==> config.mk <==
export PLATFORM = sky130hd
export DESIGN_NAME = y86_mc_ctrl_flat
export DESIGN_NICKNAME = d
export VERILOG_FILES = /design/src/rtl/y86_mc_ctrl_if.sv /design/src/rtl/y86_mc_ctrl.sv /design/src/flat_wrapper.sv
export SDC_FILE = /design/constraint.sdc
export NUM_CORES = 1
export LEC_CHECK = 0
export BUFFER_PORTS_ARGS = -buffer_cell sky130_fd_sc_hd__buf_4
export CAP_MARGIN = 10
export CORE_MARGIN = 4
export CORE_UTILIZATION = 50
export CTS_BUF_LIST = sky130_fd_sc_hd__clkbuf_8
export DETAILED_ROUTE_END_ITERATION = 16
export PLACE_DENSITY = 0.78
export SETUP_SLACK_MARGIN = 0.02
export SLEW_MARGIN = 20
export SYNTH_ARGS = -nofsm -noshare
export SYNTH_HDL_FRONTEND = slang
export SYNTH_SLANG_ARGS = --single-unit
==> constraint.sdc <==
create_clock -name CLK -period 1.59 [get_ports CLK]
set_input_delay 0.318 -clock CLK [delete_from_list [all_inputs] [get_ports CLK]]
set_output_delay 0.318 -clock CLK [all_outputs]
set_load 0.02 [all_outputs]
==> src/rtl/y86_mc_ctrl_if.sv <==
// Handshake and status bundle between the Y86 multi-cycle controller and the datapath.
// The master modport is the controller side; the slave modport is the datapath/memory side.
interface y86_mc_ctrl_if #(
    parameter int CNT_WID = 32
);
    logic [3:0]         icode;
    logic               instr_valid;
    logic               imem_error;
    logic               mem_ready;
    logic               dmem_error;
    logic               fetch_en;
    logic               decode_en;
    logic               exec_en;
    logic               mem_req;
    logic               mem_write;
    logic               wb_en;
    logic               pc_en;
    logic [3:0]         stat;
    logic               halted;
    logic [CNT_WID-1:0] retired;
    logic [CNT_WID-1:0] cycles;

    modport master (
        input  icode, instr_valid, imem_error, mem_ready, dmem_error,
        output fetch_en, decode_en, exec_en, mem_req, mem_write, wb_en, pc_en,
        output stat, halted, retired, cycles
    );

    modport slave (
        output icode, instr_valid, imem_error, mem_ready, dmem_error,
        input  fetch_en, decode_en, exec_en, mem_req, mem_write, wb_en, pc_en,
        input  stat, halted, retired, cycles
    );
endinterface

==> src/rtl/y86_mc_ctrl.sv <==
// Multi-cycle sequencer for the Y86 datapath: stage enables, bounded data-memory
// handshake, per-icode stage skipping, sticky status and retire/cycle counters.
module y86_mc_ctrl #(
    parameter int DATA_WID = 32,
    parameter int CNT_WID  = 32,
    parameter int MAX_WAIT = 15
) (
    input logic           CLK,
    input logic           RST,
    y86_mc_ctrl_if.master bus
);
    typedef enum logic [2:0] {
        S_FETCH,
        S_DECODE,
        S_EXECUTE,
        S_MEMORY,
        S_WRITEBACK,
        S_PCUPD,
        S_HALT
    } state_t;

    localparam logic [3:0] STAT_AOK = 4'd1;
    localparam logic [3:0] STAT_HLT = 4'd2;
    localparam logic [3:0] STAT_ADR = 4'd3;
    localparam logic [3:0] STAT_INS = 4'd4;

    // wait_cnt only has to reach MAX_WAIT-1 before the timeout fires
    localparam int                  WAIT_WID  = (MAX_WAIT > 1) ? $clog2(MAX_WAIT) : 1;
    localparam logic [WAIT_WID-1:0] WAIT_LAST = WAIT_WID'(MAX_WAIT - 1);

    if (MAX_WAIT < 1 || DATA_WID < 1) begin : g_param_check
        $error("y86_mc_ctrl: MAX_WAIT and DATA_WID must be at least 1");
    end

    state_t              state, state_n;
    logic [3:0]          stat_q, stat_n;
    logic [3:0]          icode_q;
    logic [WAIT_WID-1:0] wait_cnt;
    logic [CNT_WID-1:0]  retired_q;
    logic [CNT_WID-1:0]  cycles_q;

    always_ff @(posedge CLK) begin
        if (RST) begin
            state     <= S_FETCH;
            stat_q    <= STAT_AOK;
            icode_q   <= '0;
            wait_cnt  <= '0;
            retired_q <= '0;
            cycles_q  <= '0;
        end else begin
            state  <= state_n;
            stat_q <= stat_n;
            if (state == S_FETCH)
                icode_q <= bus.icode;
            if (state == S_MEMORY && !bus.mem_ready)
                wait_cnt <= wait_cnt + 1'b1;
            else
                wait_cnt <= '0;
            if (state == S_PCUPD)
                retired_q <= retired_q + 1'b1;
            if (state != S_HALT)
                cycles_q <= cycles_q + 1'b1;
        end
    end

    always_comb begin
        state_n = state;
        stat_n  = stat_q;
        unique case (state)
            S_FETCH: begin
                if (bus.imem_error) begin
                    state_n = S_HALT;
                    stat_n  = STAT_ADR;
                end else if (!bus.instr_valid) begin
                    state_n = S_HALT;
                    stat_n  = STAT_INS;
                end else begin
                    state_n = S_DECODE;
                end
            end
            S_DECODE: begin
                if (icode_q == 4'h0) begin
                    state_n = S_HALT;
                    stat_n  = STAT_HLT;
                end else begin
                    state_n = S_EXECUTE;
                end
            end
            S_EXECUTE: begin
                if (icode_q inside {4'h4, 4'h5, 4'h8, 4'h9, 4'hA, 4'hB})
                    state_n = S_MEMORY;
                else if (icode_q inside {4'h2, 4'h3, 4'h6})
                    state_n = S_WRITEBACK;
                else
                    state_n = S_PCUPD;
            end
            S_MEMORY: begin
                if (bus.mem_ready) begin
                    if (bus.dmem_error) begin
                        state_n = S_HALT;
                        stat_n  = STAT_ADR;
                    end else if (icode_q inside {4'h5, 4'h8, 4'h9, 4'hA, 4'hB}) begin
                        state_n = S_WRITEBACK;
                    end else begin
                        state_n = S_PCUPD;
                    end
                end else if (wait_cnt == WAIT_LAST) begin
                    state_n = S_HALT;
                    stat_n  = STAT_ADR;
                end
            end
            S_WRITEBACK: state_n = S_PCUPD;
            S_PCUPD:     state_n = S_FETCH;
            S_HALT:      state_n = S_HALT;
            default:     state_n = S_HALT;
        endcase
    end

    always_comb begin
        bus.fetch_en  = (state == S_FETCH);
        bus.decode_en = (state == S_DECODE);
        bus.exec_en   = (state == S_EXECUTE);
        bus.mem_req   = (state == S_MEMORY);
        bus.mem_write = (state == S_MEMORY) && (icode_q inside {4'h4, 4'h8, 4'hA});
        bus.wb_en     = (state == S_WRITEBACK);
        bus.pc_en     = (state == S_PCUPD);
        bus.halted    = (state == S_HALT);
        bus.stat      = stat_q;
        bus.retired   = retired_q;
        bus.cycles    = cycles_q;
    end
endmodule

==> src/flat_wrapper.sv <==
// flat-port wrapper written by rule: the top's interface ports become plain ports
module y86_mc_ctrl_flat 
#(
    parameter int DATA_WID = 32,
    parameter int CNT_WID  = 32,
    parameter int MAX_WAIT = 15
)
  (CLK, RST, bus_icode, bus_instr_valid, bus_imem_error, bus_mem_ready, bus_dmem_error, bus_fetch_en, bus_decode_en, bus_exec_en, bus_mem_req, bus_mem_write, bus_wb_en, bus_pc_en, bus_stat, bus_halted, bus_retired, bus_cycles);
  y86_mc_ctrl_if #(.CNT_WID(CNT_WID)) bus_i ();
  input logic CLK;
  input logic RST;
  input wire logic [$bits(bus_i.icode)-1:0] bus_icode;
  input wire logic [$bits(bus_i.instr_valid)-1:0] bus_instr_valid;
  input wire logic [$bits(bus_i.imem_error)-1:0] bus_imem_error;
  input wire logic [$bits(bus_i.mem_ready)-1:0] bus_mem_ready;
  input wire logic [$bits(bus_i.dmem_error)-1:0] bus_dmem_error;
  output wire logic [$bits(bus_i.fetch_en)-1:0] bus_fetch_en;
  output wire logic [$bits(bus_i.decode_en)-1:0] bus_decode_en;
  output wire logic [$bits(bus_i.exec_en)-1:0] bus_exec_en;
  output wire logic [$bits(bus_i.mem_req)-1:0] bus_mem_req;
  output wire logic [$bits(bus_i.mem_write)-1:0] bus_mem_write;
  output wire logic [$bits(bus_i.wb_en)-1:0] bus_wb_en;
  output wire logic [$bits(bus_i.pc_en)-1:0] bus_pc_en;
  output wire logic [$bits(bus_i.stat)-1:0] bus_stat;
  output wire logic [$bits(bus_i.halted)-1:0] bus_halted;
  output wire logic [$bits(bus_i.retired)-1:0] bus_retired;
  output wire logic [$bits(bus_i.cycles)-1:0] bus_cycles;
  assign bus_i.icode = bus_icode;
  assign bus_i.instr_valid = bus_instr_valid;
  assign bus_i.imem_error = bus_imem_error;
  assign bus_i.mem_ready = bus_mem_ready;
  assign bus_i.dmem_error = bus_dmem_error;
  assign bus_fetch_en = bus_i.fetch_en;
  assign bus_decode_en = bus_i.decode_en;
  assign bus_exec_en = bus_i.exec_en;
  assign bus_mem_req = bus_i.mem_req;
  assign bus_mem_write = bus_i.mem_write;
  assign bus_wb_en = bus_i.wb_en;
  assign bus_pc_en = bus_i.pc_en;
  assign bus_stat = bus_i.stat;
  assign bus_halted = bus_i.halted;
  assign bus_retired = bus_i.retired;
  assign bus_cycles = bus_i.cycles;
  y86_mc_ctrl #(.DATA_WID(DATA_WID), .CNT_WID(CNT_WID), .MAX_WAIT(MAX_WAIT)) u_core (.CLK(CLK), .RST(RST), .bus(bus_i));
endmodule
==> summary.txt, run 1 <==
Mapped Nets = 430
Post-route design area = 6080 µm²
Vias in the first global route = 3678
Vias per inst = 5.645
Tmin final = 1.789 ns
Largest net degree at the start of global routing = 40
Max-slew violations = 0
Place WS = -0.06114 ns
Total wire length = 12.78 mm
I/O Pins = 86
Top_reg_cell synth = dfxtp_1
Die width = 92.95 µm
Die height = 92.95 µm
Netlist cell types = 46
Tot GR Track Use = 24.23%
NetSw = 2.079 mW
Layout area overhead = 68.48%
Final Hold Viols = 0
Antenna Cells = 0
Worst Path Required = 1.83 ns
Violated checks = negative setup slack
Mapped Avg Cell Area = 8.674 µm²
DR iter-0 viols = 266
Synth top area share = 43.27%
First-pass GRT wire length = 16.86 mm
Drt first pass iters = 5
GPL Wtd Cong = 0.8735
Sequential power share = 37.6%
Setup Skew = 0.01862 ns
Post-synth EDFFs = 0
Max-cap violations = 0
Fin Hold WS = 0.2014 ns
Hold depth = 3
PD cells = 985.8 nW/µm²
# fillers = 340
Detailed placement HPWL = 6.848 mm
RSZ-0062 raised after global routing = true
Initial antenna violation count = 0
Clock share of power = 25.4%
Cell taking the most area after synthesis = dfxtp_1
Routed len/inst = 18.15 µm
Setup ws final = -0.1986 ns
Largest cells by area after synthesis = dfxtp_1 43%, nor2_1 7.4%, xor2_1 6.6%, xnor2_1 6.1%, nand4_1 2.9%
GR Overflow Total = 0
Flop and latch count out of synthesis = 78
PnR Total Power = 5.993 mW
Layout Nets = 617
Root Driver = clkbuf_8
Final setup viols = 38
Placed Cells = 650
Sequential area share after synthesis = 43.27%
Via Count = 3974
HP Class = in2reg
CTS Hold Bufs = 0
Post-Syn Area = 3608 µm²
Power Internal = 3.914 mW
Leak = 2.718 nW
Combinational Power Share = 37.0%
Placed Area = 4990 µm²
Total die area = 8640 µm²
Share of post-route cells with drive strength above 1 = 54.28%
Status = finished, violations left
Switching Share = 34.69%
Clock slew at reported path FFs = 0.09 ns
Highest clock rate = 0.5591 GHz
Clk_lat worst skew = 0.37 ns
Post-route ant nets = 0
Initial Util = 52.25%
Critical path type = reg2reg
Critical Path Start Type = register
CTS Buffer Depth = 2
Post-Layout Cell Count = 704
Ys async rst share = 0%
Worst r2r path cells = 7
FP Rows = 30
CTS tree = done
Core area = 6907 µm²
# port buffers = 84
DRC viols = 0
WP data arrival = 2.03 ns
Total CTS buffers = 9
Period utilisation layout = 112.5%
Syn. warnings = 0
Worst vdd ir = 0.8670 mV
Crit end category = register
CP max FO = 5
Cells after Synth = 416
Total clock sinks = 78
H-tree depth = 3
-- timing repair --
action / CTS / global route
gates resized for setup: 41 / 86
buffers inserted: 20 / 15
cloned: 0 / 3
setup endpoints to repair: 23 / 59
hold endpoints to repair: 0 / 0
pin swaps: 18 / 61
-- kinds of logic (layout without fill, tap and decap cells) --
| group | after synthesis | after routing | synth area share (%) |
|---|---|---|---|
| buf+inv | 33 | 225 | 3.987 |
| flops | 78 | 78 | 43.27 |
| mux | 3 | 3 | 0.8322 |
| simple gates | 198 | 198 | 30.48 |
| other cells | 1 | 1 | 0.1039 |
| fa+ha+maj | 4 | 4 | 1.387 |
| xor+xnor | 52 | 52 | 12.62 |
| compound gates | 47 | 47 | 7.317 |
-- stage by stage --
| step | util, % | TNS (ns) |
|---|---|---|
| CTS | 79.46 | -0.2369 |
| finish | 88.03 | -2.971 |
| global route | 88.03 | -5.651 |
| detailed placement | 72.25 | -0.2792 |
| global placement | 72.25 | -0.02686 |
| floorplan | - | -0.1414 |
-- placed cells by master, fill, tap and decap left out, types with 3 or more instances in the layout --
| cell | instances |
|---|---|
| buf_4 | 163 |
| or3_1 | 9 |
| nor2_4 | 3 |
| and4_4 | 4 |
| mux2i_1 | 3 |
| o21ai_0 | 17 |
| xor2_1 | 27 |
| and4_1 | 3 |
| buf_12 | 4 |
| a21oi_2 | 10 |
| dfxtp_2 | 28 |
| nor2_1 | 68 |
| and3_1 | 6 |
| nand3_4 | 4 |
| xnor2_2 | 3 |
| dfxtp_1 | 36 |
| clkbuf_16 | 3 |
| nand4_1 | 17 |
| dfxtp_4 | 14 |
| xnor2_1 | 22 |
| nor4_4 | 10 |
| nand2_1 | 21 |
| nand3_2 | 5 |
| and2_1 | 3 |
| inv_6 | 3 |
| clkbuf_8 | 9 |
| buf_6 | 21 |
| nor3_2 | 6 |
| or3_4 | 6 |
| nor3_4 | 5 |
| a21oi_1 | 10 |
| inv_1 | 15 |
| nand3_1 | 7 |
-- routing by layer --
metal  global-route usage (%)  wire (µm)
met4                    11.48        441
met1                    27.78       4840
met3                    3.899        787
met5                        0          0
met2                    43.55       6709
-- power groups by stage --
stage,Clock (mW),Combinational (mW),Sequential [mW]
2_1_floorplan,0,0.749,2.31
3_3_place_gp,0,1.35,2.24
3_5_place_dp,0,1.40,2.24
4_1_cts,1.48,1.84,2.21
5_1_grt,1.60,2.32,2.27
6_report,1.52,2.22,2.26
-- state kept, by name (all words and copies together), names as in the netlist --
signal,flops
u_core.wait_cnt,4
u_core.bus.retired,32
u_core.bus.stat,3
u_core.state,3
u_core.icode_q,4
u_core.bus.cycles,32
-- synth_stat cells, drive strengths merged, types with 3 or more instances --
library cell and instances:
nand3b 3, buf 7, and2 4, xnor2 25, nand3 16, dfxtp 78, nand2 25, a21oi 20
nor4 11, ha 4, nand4 19, nor2 71, nor3 11, xor2 27, or3 15, clkbuf 9
o21ai 18, and4 7, inv 17, and3 8, mux2i 3
-- cell type report --
| type | instances | area (µm²) | share of cell area (%) |
|---|---|---|---|
| multi-input combinational | 305 | 2416 | 39.74 |
| clock inverter | 7 | 63.81 | 1.050 |
| inverter | 17 | 76.32 | 1.255 |
| timing repair buffer | 192 | 1630 | 26.82 |
| tap | 96 | 120.1 | 1.976 |
| clock buffer | 9 | 123.9 | 2.037 |
| sequential | 78 | 1649 | 27.12 |
-- critical path, stage by stage, from the launching register on --
cell and delay, ns:
dfxtp_2 0.36, nand4_1 0.22, nor4_4 0.33, buf_4 0.22
clkbuf_16 0.16, nand4_1 0.13, xor2_1 0.19, nor2_1 0.05
-- worst paths after layout --
kind | start | endpoint | slack [ns]
setup reg to reg | u_core.bus.retired[4] | u_core.bus.retired[28] | -0.20
hold reg to reg | u_core.wait_cnt[0] | u_core.wait_cnt[0] | 0.44
setup / recovery | u_core.bus.retired[4] | u_core.bus.retired[28] | -0.20
hold / removal | bus_icode[3] | u_core.icode_q[3] | 0.20
Power figures use the tool's default switching activity.
==> inputs of run 2 (changes only) <==
CORE_MARGIN = unset   (was 4)
CORE_UTILIZATION = 48   (was 50)
CTS_BUF_LIST = sky130_fd_sc_hd__clkbuf_16   (was sky130_fd_sc_hd__clkbuf_8)
PLACE_DENSITY = 0.76   (was 0.78)
==> run 2 against run 1 <==
  * The flow still finishes with violations (negative setup slack)
  * Utilization decreased by 2.5 points
  * Hold slack improved by 0.013 ns
  * First-iteration DRC count decreased by 47%
  * Critical path depth decreased by 3
  * Final cell count decreased by 0.28%
  * Critical endpoint is now bus_mem_write
  * Combinational power decreased by 3%
  * Sequential share of layout area decreased by 0.55 points
  * Clock power increased by 57%
  * Power increased by 13%
  * Clock skew decreased by 0.013 ns
  * Flip-flop and latch count unchanged
  * Fmax decreased by 6.2%
==> summary.txt, run 2 (synthesis results as in run 1) <==
HP Class = in2reg
Die height = 88.71 µm (-4.6%)
Detailed placement HPWL = 6.639 mm (-3.0%)
Place WS = -0.06846 ns (-0.007320 ns)
Share of post-route cells with drive strength above 1 = 53.57% (-0.71 points)
Commonest non-fill, non-tap cell in the layout = buf_4
First-pass GRT wire length = 17.35 mm (+2.9%)
Violated checks = negative setup slack
Buf/Inv on CP = 1 (-1)
Layout area overhead = 71.95%
Most frequent cells in the layout = 157 x buf_4, 67 x nor2_1, 38 x dfxtp_1
Leak = 2.790 nW (+2.7%)
Max-cap violations = 0 (unchanged)
Core area = 7253 µm² (+5.0%)
Antenna Cells = 0 (unchanged)
Layout Nets = 612 (-0.81%)
Largest net degree at the start of global routing = 33 (-18%)
Total clock sinks = 78 (unchanged)
CP max FO = 4 (-1)
Clock slew at reported path FFs = 0.06 ns (-0.03 ns)
Total wire length = 13.23 mm (+3.5%)
WHS Endpoint = u_core.icode_q[1]
GR Overflow Total = 0 (unchanged)
Hold depth = 3 (unchanged)
Initial Util = 49.75% (-2.5 points)
WP data arrival = 1.59 ns (-0.44 ns)
FP Rows = 31 (+3.3%)
Critical path type = reg2out
FF-to-FF Start = u_core.state[2]
Initial antenna violation count = 0 (unchanged)
DRC viols = 0 (unchanged)
Post-Layout Cell Count = 702 (-0.28%)
CP max stage delay = 0.39 ns (+0.03 ns)
Core Util, Final = 85.54% (-2.5 points)
I/O Pins = 86 (unchanged)
Crit end category = output port
R2r setup slk = -0.21 ns (about the same)
Sequential cell area = 1649 µm² (unchanged)
Worst r2r dst = u_core.bus.retired[15]
Via Count = 3980 (+0.15%)
Tmin final = 1.908 ns (+0.1190 ns)
CTS Buffer Depth = 2 (unchanged)
Max-slew violations = 0 (unchanged)
Worst vdd ir = 1.034 mV (+19%)
Drt first pass iters = 4 (-1)
Tot GR Track Use = 28.77% (+4.5 points)
# fillers = 376 (+11%)
Total die area = 7869 µm² (-8.9%)
Multi-input logic area = 2446 µm² (+1.2%)
Routed len/inst = 18.84 µm (+3.8%)
Min-delay src = bus_icode[1]
PD cells = 1092 nW/µm² (+11%)
Worst r2r path cells = 9 (+2)
RSZ-0062 raised after global routing = true
Crit-path leading delay family = simple AND/OR/NAND/NOR gates
Worst rel slew slack = 65.95%
CP max-delay cell = dfxtp_1
Placed Cells = 653 (+0.46%)
Crit-path cells = nor3b_1, a21oi_1, nor3_4, buf_6
Setup Skew = 0.006073 ns (-0.01255 ns)
Root Driver = clkbuf_16
Clk_lat worst skew = 0.34 ns (-0.03 ns)
Die width = 88.71 µm (-4.6%)
Setup ws final = -0.3177 ns (-0.1190 ns)
CTS tree = done
# port buffers = 84 (unchanged)
Status = finished, violations left
Vias in the first global route = 3660 (-0.49%)
Critical Path Start Type = register
Total CTS buffers = 9 (unchanged)
DR iter-0 viols = 142 (-47%)
H-tree depth = 3 (unchanged)
Final Hold Viols = 0 (unchanged)
Post-route ant nets = 0 (unchanged)
Period utilisation layout = 120.0% (+7.5 points)
Highest clock rate = 0.5242 GHz (-6.2%)
Final setup viols = 34 (-11%)
Fin Hold WS = 0.2143 ns (+0.01294 ns)
GPL Wtd Cong = 0.8377 (-4.1%)
Worst-margin pin slew = 0.5108 ns
Worst Path Required = 1.27 ns (-0.56 ns)
Vias per inst = 5.670 (+0.44%)
[run 2: what timing repair did]
item                       CTS  global route
buffers inserted            10            21
hold buffers                 0             0
pin swaps                   19            78
cloned                       1             1
setup endpoints to repair   35            58
resized for setup           53            85
[run 2: area by class of cell]
class	count	area share, %
repair buffers	187	25.33
well taps	99	1.996
clock buffers	9	3.630
clock inverters	7	1.815
inverters	17	1.230
flip-flops and latches	78	26.58
multi-input cells	305	39.42
[run 2: how the worst max path moves through the flow]
stage	start	end	slack, ns	cells after the start
floorplan	u_core.bus.cycles[19]	u_core.bus.cycles[27]	-0.03	5
global placement	u_core.bus.retired[0]	u_core.bus.retired[14]	-0.01	5
detailed placement	u_core.bus.cycles[21]	u_core.bus.cycles[27]	-0.07	5
CTS	u_core.state[2]	bus_mem_write	-0.18	5
global route	u_core.icode_q[2]	bus_mem_write	-0.36	4
finish	u_core.icode_q[2]	bus_mem_write	-0.32	4
[run 2: layer usage]
| metal | vias up | GRT usage (%) | routed length [µm] | part of all wire, % |
|---|---|---|---|---|
| li1 | 1801 | - | - | - |
| met1 | 1958 | 34.95 | 5187 | 39 |
| met2 | 178 | 49.86 | 6813 | 52 |
| met3 | 43 | 5.037 | 753 | 5.7 |
| met4 | 0 | 12.61 | 473 | 3.6 |
| met5 | - | 0 | 0 | 0 |
[run 2: stage by stage]
stage	power (mW)	area, µm²	setup TNS [ns]
after detailed placement	3.600	4981	-0.3769
after global routing	6.960	6205	-4.431
final	6.776	6205	-2.767
after CTS	6.266	5660	-0.5591
after floorplan	3.060	3762	-0.1414
after global placement	3.565	4981	-0.01247
[run 2: report_power, final]
group / internal, mW / total [mW] / switching [mW]
clock: 1.53 / 2.39 / 0.859
sequential: 2.11 / 2.23 / 0.127
combinational: 1.04 / 2.16 / 1.12
total: 4.67 / 6.78 / 2.11
[run 2: tightest hold or removal path: stages]
cell and delay, ns:
buf_4 0.08, a21oi_1 0.05, nor2_1 0.07
==> inputs of run 3 (changes only) <==
BUFFER_PORTS_ARGS = unset   (was -buffer_cell sky130_fd_sc_hd__buf_4)
CORE_UTILIZATION = 55   (was 48)
DONT_BUFFER_PORTS = 1   (was unset)
PLACE_DENSITY = 0.73   (was 0.76)
==> run 3 against run 2 <==
  * The run still ends with negative setup slack left
  * Routed wire length is 23% lower
  * Fmax is 13% higher
  * Clock skew is 0.0020 ns lower
  * Power is 13% lower
  * Non-clock buffer count is 85 lower
  * Sequential power is 3% higher
  * Final cell count is 15% lower
  * Via count is 14% lower
  * Utilization is 2.6 points lower
  * Setup slack better by 0.22 ns
  * Global-route usage is 2.1 points lower
  * Count of clock-buffer cells in the layout is 2 higher
  * Critical path type is now reg2reg
==> summary.txt, run 3 (synthesis results as in run 1) <==
Post-route design area = 5266 µm² (-15%)
Max-slew violations = 0 (unchanged)
Largest net degree at the start of global routing = 76 (+130%)
Placed Area = 4438 µm² (-11%)
Drt first pass iters = 4 (unchanged)
Layout area overhead = 45.94%
Share of post-route cells with drive strength above 1 = 41.62% (-12 points)
Critical Path Start Type = register
Max-cap violations = 0 (unchanged)
Total CTS buffers = 9 (unchanged)
Vias per inst = 5.725 (+0.98%)
Period utilisation layout = 106.4% (-14 points)
Initial Util = 56.83% (+7.1 points)
GR Overflow Total = 0 (unchanged)
CP max FO = 5 (+1)
Highest clock rate = 0.5908 GHz (+13%)
FF-to-FF Start = u_core.bus.cycles[18]
Final setup viols = 11 (-68%)
Total clock sinks = 78 (unchanged)
R2r setup slk = -0.10 ns (+0.11 ns)
PD cells = 1114 nW/µm² (+2.0%)
DR iter-0 viols = 156 (+9.9%)
Crit end category = register
Min-delay src = RST
RSZ-0062 raised after global routing = true
FP Rows = 29 (-6.5%)
Total wire length = 10.23 mm (-23%)
Most frequent cells in the layout = 92 x buf_4, 67 x nor2_1, 39 x dfxtp_1
CP Launch Point = u_core.bus.cycles[18]
Vias in the first global route = 3161 (-14%)
Root Driver = clkbuf_16
CTS Hold Bufs = 0 (unchanged)
Die height = 83 µm (-6.4%)
Worst vdd ir = 1.037 mV (+0.29%)
Switching Share = 29.71% (-1.4 points)
Combinational Power Share = 23.3% (-8.5 points)
Core area = 6350 µm² (-12%)
WP data arrival = 1.91 ns (+0.32 ns)
GPL Wtd Cong = 0.8428 (+0.61%)
Post-route ant nets = 0 (unchanged)
Leak = 2.211 nW (-21%)
Critical path type = reg2reg
Violated checks = negative setup slack
Final Hold Viols = 0 (unchanged)
CTS tree = done
Routed len/inst = 17.16 µm (-8.9%)
Worst Path Required = 1.81 ns (+0.54 ns)
Initial antenna violation count = 0 (unchanged)
H-tree depth = 3 (unchanged)
Total die area = 6889 µm² (-12%)
HP Class = in2reg
Clk_lat worst skew = 0.33 ns (about the same)
Die width = 83 µm (-6.4%)
Sum Neg Setup Slack = -0.4038 ns (+2.363 ns)
Setup ws final = -0.1025 ns (+0.2151 ns)
Detailed placement HPWL = 5.902 mm (-11%)
Via Count = 3412 (-14%)
Clock share of power = 37.7% (+2.5 points)
Setup Skew = 0.004101 ns (-0.001972 ns)
# port buffers = 0 (-100%)
Antenna Cells = 0 (unchanged)
CTS Buffer Depth = 2 (unchanged)
DRC viols = 0 (unchanged)
Tot GR Track Use = 26.67% (-2.1 points)
NetSw = 1.743 mW (-17%)
Status = finished, violations left
Commonest non-fill, non-tap cell in the layout = buf_4
Sequential power share = 39.1% (+6.2 points)
Clock slew at reported path FFs = 0.06 ns (about the same)
Layout Nets = 528 (-14%)
Power Internal = 4.124 mW (-12%)
I/O Pins = 86 (unchanged)
Place WS = -0.07445 ns (-0.005997 ns)
First-pass GRT wire length = 15.05 mm (-13%)
Tmin final = 1.693 ns (-0.2151 ns)
==> run 3: cell types whose count changed in the layout (fill, tap and decap cells not counted), sizes merged <==
| cell | delta |
|---|---|
| nand3 | +1 |
| buf | -85 |
| clkinvlp | +2 |
| clkbuf | +2 |
| bufinv | -2 |
| inv | -2 |
==> run 3: metrics by stage <==
step	utilization, %	hold slack (ns)	power [mW]	cells
final	82.94	0.05749	5.867	596
after detailed placement	69.89	0.3873	3.357	564
after global routing	82.94	0.04281	6.097	596
after CTS	78.46	0.04408	5.668	586
after global placement	69.89	0.3857	3.338	564
after floorplan	-	0.4073	3.060	416
==> run 3: layout make-up <==
class                           count  area, µm²
Inverter                           17      72.57
Multi-Input combinational cell    306       2288
Clock inverter                      5      53.80
Sequential cell                    78       1645
Timing Repair Buffer              102      834.6
Clock buffer                       11      275.3
Fill cell                         362       1084
Tap cell                           77      96.34
==> run 3: final timing paths <==
path	end	cells past startpoint
setup / recovery	u_core.bus.cycles[24]	6
hold / removal	u_core.bus.retired[10]	1
setup reg to reg	u_core.bus.cycles[24]	6
hold reg to reg	u_core.wait_cnt[0]	1
==> run 3: layer usage <==
| layer | global-route usage (%) | part of all wire, % |
|---|---|---|
| met1 | 31.85 | 40 |
| met3 | 5.765 | 5.0 |
| met4 | 11.91 | 1.9 |
| met5 | 0 | 0 |
| met2 | 45.90 | 53 |
==> run 3: worst max-delay path, cell delays in order (launching register included) <==
cell and delay, ns:
dfxtp_4 0.34, and4_4 0.23, or3b_4 0.44, buf_4 0.16, nor4_4 0.17, xnor2_1 0.17
nor2_1 0.06
==> run 3: power by group through the flow <==
stage                     clock network [mW]  registers [mW]  logic (mW)
final                                   2.21            2.29        1.36
after global routing                    2.32            2.31        1.47
after CTS                               2.22            2.26        1.19
after detailed placement                   0            2.29        1.07
after global placement                     0            2.29        1.05
after floorplan                            0            2.31       0.749
==> run 3: repair_timing <==
action,in CTS,in global routing
resized for setup,31,47
setup buffers,5,8
endpoints found under the setup margin,22,50
pin swaps,20,28
gates cloned,1,2
